File: src/rtl/branch_resolve_unit_if.sv
// Fetch/execute/training/statistics signal bundle of the branch resolve unit.
// The slave modport is the resolve unit itself; the master modport is its environment.
interface branch_resolve_unit_if #(
    parameter int PC_W  = 10,
    parameter int DEPTH = 8,
    parameter int CNT_W = 16
);
    localparam int OCC_W = $clog2(DEPTH) + 1;

    logic             pred_valid;
    logic [PC_W-1:0]  pred_pc;
    logic             pred_taken;
    logic             pred_ready;

    logic             res_valid;
    logic             res_taken;
    logic             res_ready;

    logic             upd_valid;
    logic [PC_W-1:0]  upd_pc;
    logic             upd_taken;
    logic             mispredict;

    logic [OCC_W-1:0] occupancy;
    logic [CNT_W-1:0] branch_count;
    logic [CNT_W-1:0] mispredict_count;
    logic             protocol_err;

    modport master (
        output pred_valid, pred_pc, pred_taken, res_valid, res_taken,
        input  pred_ready, res_ready, upd_valid, upd_pc, upd_taken, mispredict,
        input  occupancy, branch_count, mispredict_count, protocol_err
    );

    modport slave (
        input  pred_valid, pred_pc, pred_taken, res_valid, res_taken,
        output pred_ready, res_ready, upd_valid, upd_pc, upd_taken, mispredict,
        output occupancy, branch_count, mispredict_count, protocol_err
    );
endinterface

File: src/rtl/branch_resolve_unit.sv
// Resolution end of the local-history predictor: an in-order queue of in-flight
// predictions, retired against execute outcomes into training updates and flushes.
module branch_resolve_unit #(
    parameter int PC_W  = 10,
    parameter int DEPTH = 8,
    parameter int CNT_W = 16
) (
    input  logic clock,
    input  logic reset,
    branch_resolve_unit_if.slave bus
);
    localparam int AW    = $clog2(DEPTH);
    localparam int PTR_W = AW + 1;

    typedef struct packed {
        logic [PC_W-1:0] pc;
        logic            pred;
    } entry_t;

    entry_t           mem_q [DEPTH];

    logic [PTR_W-1:0] wrPtr_q, wrPtr_d;
    logic [PTR_W-1:0] rdPtr_q, rdPtr_d;
    logic             updValid_q, updValid_d;
    logic [PC_W-1:0]  updPc_q, updPc_d;
    logic             updTaken_q, updTaken_d;
    logic             mispredict_q, mispredict_d;
    logic [CNT_W-1:0] branchCnt_q, branchCnt_d;
    logic [CNT_W-1:0] misCnt_q, misCnt_d;
    logic             protoErr_q, protoErr_d;

    logic             full;
    logic             empty;
    logic             deqFire;
    logic             flush;
    logic             enqFire;
    entry_t           head;

    always_comb begin
        full    = (wrPtr_q[AW-1:0] == rdPtr_q[AW-1:0]) && (wrPtr_q[AW] != rdPtr_q[AW]);
        empty   = (wrPtr_q == rdPtr_q);
        head    = mem_q[rdPtr_q[AW-1:0]];
        deqFire = bus.res_valid && !empty;
        flush   = deqFire && (head.pred != bus.res_taken);
        // A mispredicting resolve kills the same-cycle enqueue: it is wrong-path.
        enqFire = bus.pred_valid && !full && !flush;
    end

    always_comb begin
        wrPtr_d      = wrPtr_q + PTR_W'(enqFire);
        rdPtr_d      = flush ? wrPtr_q : (rdPtr_q + PTR_W'(deqFire));
        updValid_d   = deqFire;
        updPc_d      = deqFire ? head.pc : updPc_q;
        updTaken_d   = deqFire ? bus.res_taken : updTaken_q;
        mispredict_d = flush;
        branchCnt_d  = branchCnt_q;
        misCnt_d     = misCnt_q;
        protoErr_d   = protoErr_q || (bus.res_valid && empty);
        if (deqFire && (branchCnt_q != '1)) begin
            branchCnt_d = branchCnt_q + CNT_W'(1);
        end
        if (flush && (misCnt_q != '1)) begin
            misCnt_d = misCnt_q + CNT_W'(1);
        end
    end

    always_ff @(posedge clock or negedge reset) begin
        if (!reset) begin
            wrPtr_q      <= '0;
            rdPtr_q      <= '0;
            updValid_q   <= 1'b0;
            updPc_q      <= '0;
            updTaken_q   <= 1'b0;
            mispredict_q <= 1'b0;
            branchCnt_q  <= '0;
            misCnt_q     <= '0;
            protoErr_q   <= 1'b0;
        end else begin
            wrPtr_q      <= wrPtr_d;
            rdPtr_q      <= rdPtr_d;
            updValid_q   <= updValid_d;
            updPc_q      <= updPc_d;
            updTaken_q   <= updTaken_d;
            mispredict_q <= mispredict_d;
            branchCnt_q  <= branchCnt_d;
            misCnt_q     <= misCnt_d;
            protoErr_q   <= protoErr_d;
        end
    end

    // Storage needs no reset: the pointers alone decide which entries are live.
    always_ff @(posedge clock) begin
        if (enqFire) begin
            mem_q[wrPtr_q[AW-1:0]] <= '{pc: bus.pred_pc, pred: bus.pred_taken};
        end
    end

    assign bus.pred_ready       = !full;
    assign bus.res_ready        = !empty;
    assign bus.upd_valid        = updValid_q;
    assign bus.upd_pc           = updPc_q;
    assign bus.upd_taken        = updTaken_q;
    assign bus.mispredict       = mispredict_q;
    assign bus.occupancy        = wrPtr_q - rdPtr_q;
    assign bus.branch_count     = branchCnt_q;
    assign bus.mispredict_count = misCnt_q;
    assign bus.protocol_err     = protoErr_q;
endmodule

File: src/flat_wrapper.sv
// flat-port wrapper written by rule: the top's interface ports become plain ports
module branch_resolve_unit_flat 
#(
    parameter int PC_W  = 10,
    parameter int DEPTH = 8,
    parameter int CNT_W = 16
)
  (clock, reset, bus_pred_valid, bus_pred_pc, bus_pred_taken, bus_res_valid, bus_res_taken, bus_pred_ready, bus_res_ready, bus_upd_valid, bus_upd_pc, bus_upd_taken, bus_mispredict, bus_occupancy, bus_branch_count, bus_mispredict_count, bus_protocol_err);
  branch_resolve_unit_if #(.PC_W(PC_W), .DEPTH(DEPTH), .CNT_W(CNT_W)) bus_i ();
  input  logic clock;
  input  logic reset;
  input wire logic [$bits(bus_i.pred_valid)-1:0] bus_pred_valid;
  input wire logic [$bits(bus_i.pred_pc)-1:0] bus_pred_pc;
  input wire logic [$bits(bus_i.pred_taken)-1:0] bus_pred_taken;
  input wire logic [$bits(bus_i.res_valid)-1:0] bus_res_valid;
  input wire logic [$bits(bus_i.res_taken)-1:0] bus_res_taken;
  output wire logic [$bits(bus_i.pred_ready)-1:0] bus_pred_ready;
  output wire logic [$bits(bus_i.res_ready)-1:0] bus_res_ready;
  output wire logic [$bits(bus_i.upd_valid)-1:0] bus_upd_valid;
  output wire logic [$bits(bus_i.upd_pc)-1:0] bus_upd_pc;
  output wire logic [$bits(bus_i.upd_taken)-1:0] bus_upd_taken;
  output wire logic [$bits(bus_i.mispredict)-1:0] bus_mispredict;
  output wire logic [$bits(bus_i.occupancy)-1:0] bus_occupancy;
  output wire logic [$bits(bus_i.branch_count)-1:0] bus_branch_count;
  output wire logic [$bits(bus_i.mispredict_count)-1:0] bus_mispredict_count;
  output wire logic [$bits(bus_i.protocol_err)-1:0] bus_protocol_err;
  assign bus_i.pred_valid = bus_pred_valid;
  assign bus_i.pred_pc = bus_pred_pc;
  assign bus_i.pred_taken = bus_pred_taken;
  assign bus_i.res_valid = bus_res_valid;
  assign bus_i.res_taken = bus_res_taken;
  assign bus_pred_ready = bus_i.pred_ready;
  assign bus_res_ready = bus_i.res_ready;
  assign bus_upd_valid = bus_i.upd_valid;
  assign bus_upd_pc = bus_i.upd_pc;
  assign bus_upd_taken = bus_i.upd_taken;
  assign bus_mispredict = bus_i.mispredict;
  assign bus_occupancy = bus_i.occupancy;
  assign bus_branch_count = bus_i.branch_count;
  assign bus_mispredict_count = bus_i.mispredict_count;
  assign bus_protocol_err = bus_i.protocol_err;
  branch_resolve_unit #(.PC_W(PC_W), .DEPTH(DEPTH), .CNT_W(CNT_W)) u_core (.clock(clock), .reset(reset), .bus(bus_i));
endmodule
File: config.mk
export PLATFORM = sky130hd
export DESIGN_NAME = branch_resolve_unit_flat
export DESIGN_NICKNAME = d
export VERILOG_FILES = /design/src/rtl/branch_resolve_unit_if.sv /design/src/rtl/branch_resolve_unit.sv /design/src/flat_wrapper.sv
export SDC_FILE = /design/constraint.sdc
export NUM_CORES = 1
export LEC_CHECK = 0
export BUFFER_PORTS_ARGS = -buffer_cell sky130_fd_sc_hd__buf_2
export CORE_UTILIZATION = 24
export CTS_BUF_LIST = sky130_fd_sc_hd__clkbuf_4 sky130_fd_sc_hd__clkbuf_8
export CTS_CLUSTER_DIAMETER = 80
export DETAILED_ROUTE_END_ITERATION = 10
export GPL_TIMING_DRIVEN = 0
export RECOVER_POWER = 100
export SLEW_MARGIN = 20
export SYNTH_ARGS = -nofsm -noshare
export SYNTH_HDL_FRONTEND = slang
export SYNTH_SLANG_ARGS = --single-unit
File: constraint.sdc
create_clock -name clock -period 4.8 [get_ports clock]
set_input_delay 0.96 -clock clock [delete_from_list [all_inputs] [get_ports clock]]
set_output_delay 0.96 -clock clock [all_outputs]
set_load 0.02 [all_outputs]
==> impl_metrics.ini <==
[global_route]
grt_overflow = 0
grt_pass1_vias = 3717
grt_usage_pct = 10.6
antenna_found_initial = 0
grt_max_degree = 55
grt_pass1_wl_um = 20500

[critical_path]
reg2reg_slack_ns = 0.76
worst_ep_required_time_ns = 4.91
worstPathMaxFanout = 10
worstSetupPathType = register to register
cp-start-kind = register
crit_arrival_ns = 4.15
cp-end-kind = register

[layout]
n_antenna_cell = 0
final_cell_mix = clkbuf_1 (88), edfxtp_1 (88), dfrtp_1 (54)
fin_nets = 511
layout.cells.non_filler = 817
area_growth_pct = 18.5
utilization_pct = 29.4
final_layout_size_suffix_gt1_share_pct = 14.7
final_cell_area_um2 = 6980

[floorplanning]
ios = 68
row_count = 56
die-area_um2 = 25200
die_w_um = 159
coreArea_um2 = 23800
start_util_pct = 24.8
die-height_um = 159

[route]
drc = 0
drt_first_pass_iters = 4
vias_per_cell = 4.27
wire_per_inst_um = 15.6
vias = 3486
drt_wl_total_um = 12800
drtAntennaViolNets = 0
drt_iter0_markers = 167

[logic_synthesis]
async_reset_ff_share_pct = 38.0
synthMuxAreaShare_pct = 10.0
synth_top_family_by_area = multiplexers
synth_cell_types = 40
synth-edff-count = 88
yosysWarnings = 0
synth_fa_ha_area_share_pct = 2.25
synth_nets = 411
netlist_area_um2 = 5890
synth-seq-area-share_pct = 67.8
synth-seq-cells = 142
synth_cells = 385
synth_xor_area_share_pct = 5.18
synth_compound_area_share_pct = 2.72
synthSimpleGateAreaFrac_pct = 10.0
ys.flop_type = edfxtp_1
avgSynthCellArea_um2 = 15.3

[place]
placed_cells = 785
place_area_um2 = 6770
portBuffers = 67
hpwl_um = 9020
gp_congestion = 0.773
dp_slack_ns = 0.890

[cts]
postCtsSetupBuffers = 0
cts-resized-gates = 0
cts.clk_slew.worst_paths_ns = 0.09
cts_buffer_depth = 2
cts_sinks = 142
insertion_delay_ns = 0.44
cts-hold-fix-buffers = 0
htreeDepth = 4
cts_tree = yes
cts-root-buf = clkbuf_8
cts_buffers = 17

[sta]
relSlewSlack_pct = -110
rsz0062_at_grt = false
finClkSkew_ns = 0.0122
slew_viol_final = 55
fmax_mhz = 248
period_share_pct = 84.1
hold_viol = 0
worst_slew_pin_slew_ns = 3.15
setup_slack_ns = 0.762
timing.final.crit_period_ns = 4.04
finalSetupViolations = 0

[power]
vdd_drop_max_uv = 200
power_leakage_nw = 2.49
cellPowerDensity_nw_per_um2 = 599

[outcome]
violations = max-capacitance violations, max-slew violations
status = finished with violations

[flow_run]
maxCapViolCount = 1

[hold_path]
holdCritPathClass = register to register
-- registers in the layout (all words and copies together) (netlist names) --
name	flops
u_core.rdPtr_q	4
u_core.wrPtr_q	4
u_core.bus.upd_valid	1
u_core.bus.protocol_err	1
u_core.bus.mispredict_count	16
u_core.bus.mispredict	1
u_core.bus.upd_pc	10
u_core.bus.upd_taken	1
u_core.bus.branch_count	16
u_core.mem_q	88
-- layout make-up --
type,count,area [um^2]
clock inverters,15,150
repair buffers,81,308
multi-input cells,216,1780
inverters,12,45.0
well taps,319,399
clock buffers,17,234
flip-flops and latches,142,3990
plain buffers,15,67.6
fillers,2392,16800
-- where the power goes --
part | total [mW] | internal (mW) | switching (mW) | leakage [nW]
sequential | 1.72 | 1.56 | 0.165 | 1.48
combinational | 1.51 | 0.563 | 0.947 | 0.822
clock | 0.948 | 0.429 | 0.519 | 0.194
total | 4.18 | 2.55 | 1.63 | 2.49
-- Yosys cell counts, drive strengths merged, types with 2 or more instances --
master  instances  area (um^2)
nor2           18         67.6
nor3            5         25.0
nand2b          2         12.5
nor4b           3         26.3
and2            3         18.8
and3            6         37.5
inv            12         45.0
ha              9          113
dfrtp          54         1350
xor2           10         95.1
nand2          42          158
a21oi           3         15.0
xnor2          24          210
a31oi          10         62.6
nor4            5         31.3
nand4          11         68.8
nand3          19          100
clkbuf          5         18.8
mux4           20          450
a21o            2         15.0
buf            10         58.8
mux2            7         86.3
edfxtp         88         2640
and4            2         17.5
o21ai           4         23.8
mux2i           4         52.6
-- path summary, 6_finish.rpt --
check,from,to,cells after the start
worst max-delay path,u_core.rdPtr_q[2]$_DFF_PN0_,u_core.mem_q[4][5]$_DFFE_PP_,12
worst max register to register,u_core.rdPtr_q[2]$_DFF_PN0_,u_core.mem_q[4][5]$_DFFE_PP_,12
worst min register to register,u_core.bus.protocol_err$_DFF_PN0_,u_core.bus.protocol_err$_DFF_PN0_,1
worst min-delay path,u_core.bus.protocol_err$_DFF_PN0_,u_core.bus.protocol_err$_DFF_PN0_,1
max in group asynchronous,reset,u_core.bus.upd_pc[2]$_DFFE_PN0P_,1
min in group asynchronous,reset,u_core.bus.upd_pc[3]$_DFFE_PN0P_,1
-- worst max-delay path, stage by stage (launching register included) --
cell and delay (ns):
dfrtp_1 0.33, clkbuf_1 0.32, inv_1 0.10, clkbuf_1 0.32, ha_1 0.45, nand3_1 0.18
o21ai_2 0.23, inv_1 0.15, nand2_1 0.11, mux2i_1 0.16, nand3b_4 0.30, nor4b_2 0.67
clkbuf_1 0.37
-- through the flow --
| step | total power, mW | TNS [ns] | hold WS [ns] |
|---|---|---|---|
| 2_1_floorplan | 2.81 | 0 | 0.502 |
| 3_3_place_gp | 3.30 | -27.69 | 0.435 |
| 3_5_place_dp | 3.39 | 0 | 0.447 |
| 4_1_cts | 4.34 | 0 | 0.468 |
| 5_1_grt | 4.44 | 0 | 0.498 |
| 6_report | 4.18 | 0 | 0.463 |
-- layer usage --
metal	up-vias	track usage [%]	wire [um]
met3	12	3.53	570
met2	68	17.7	6310
met1	1776	12.9	5770
met5	-	0	0
li1	1630	-	-
met4	0	3.13	130
-- kinds of logic after synthesis --
| logic type | Yosys count |
|---|---|
| compound gates | 23 |
| buf+inv | 27 |
| flops | 142 |
| fa+ha+maj | 10 |
| mux | 31 |
| xor+xnor | 34 |
| simple gates | 118 |
(Power assumes the default switching activity.)
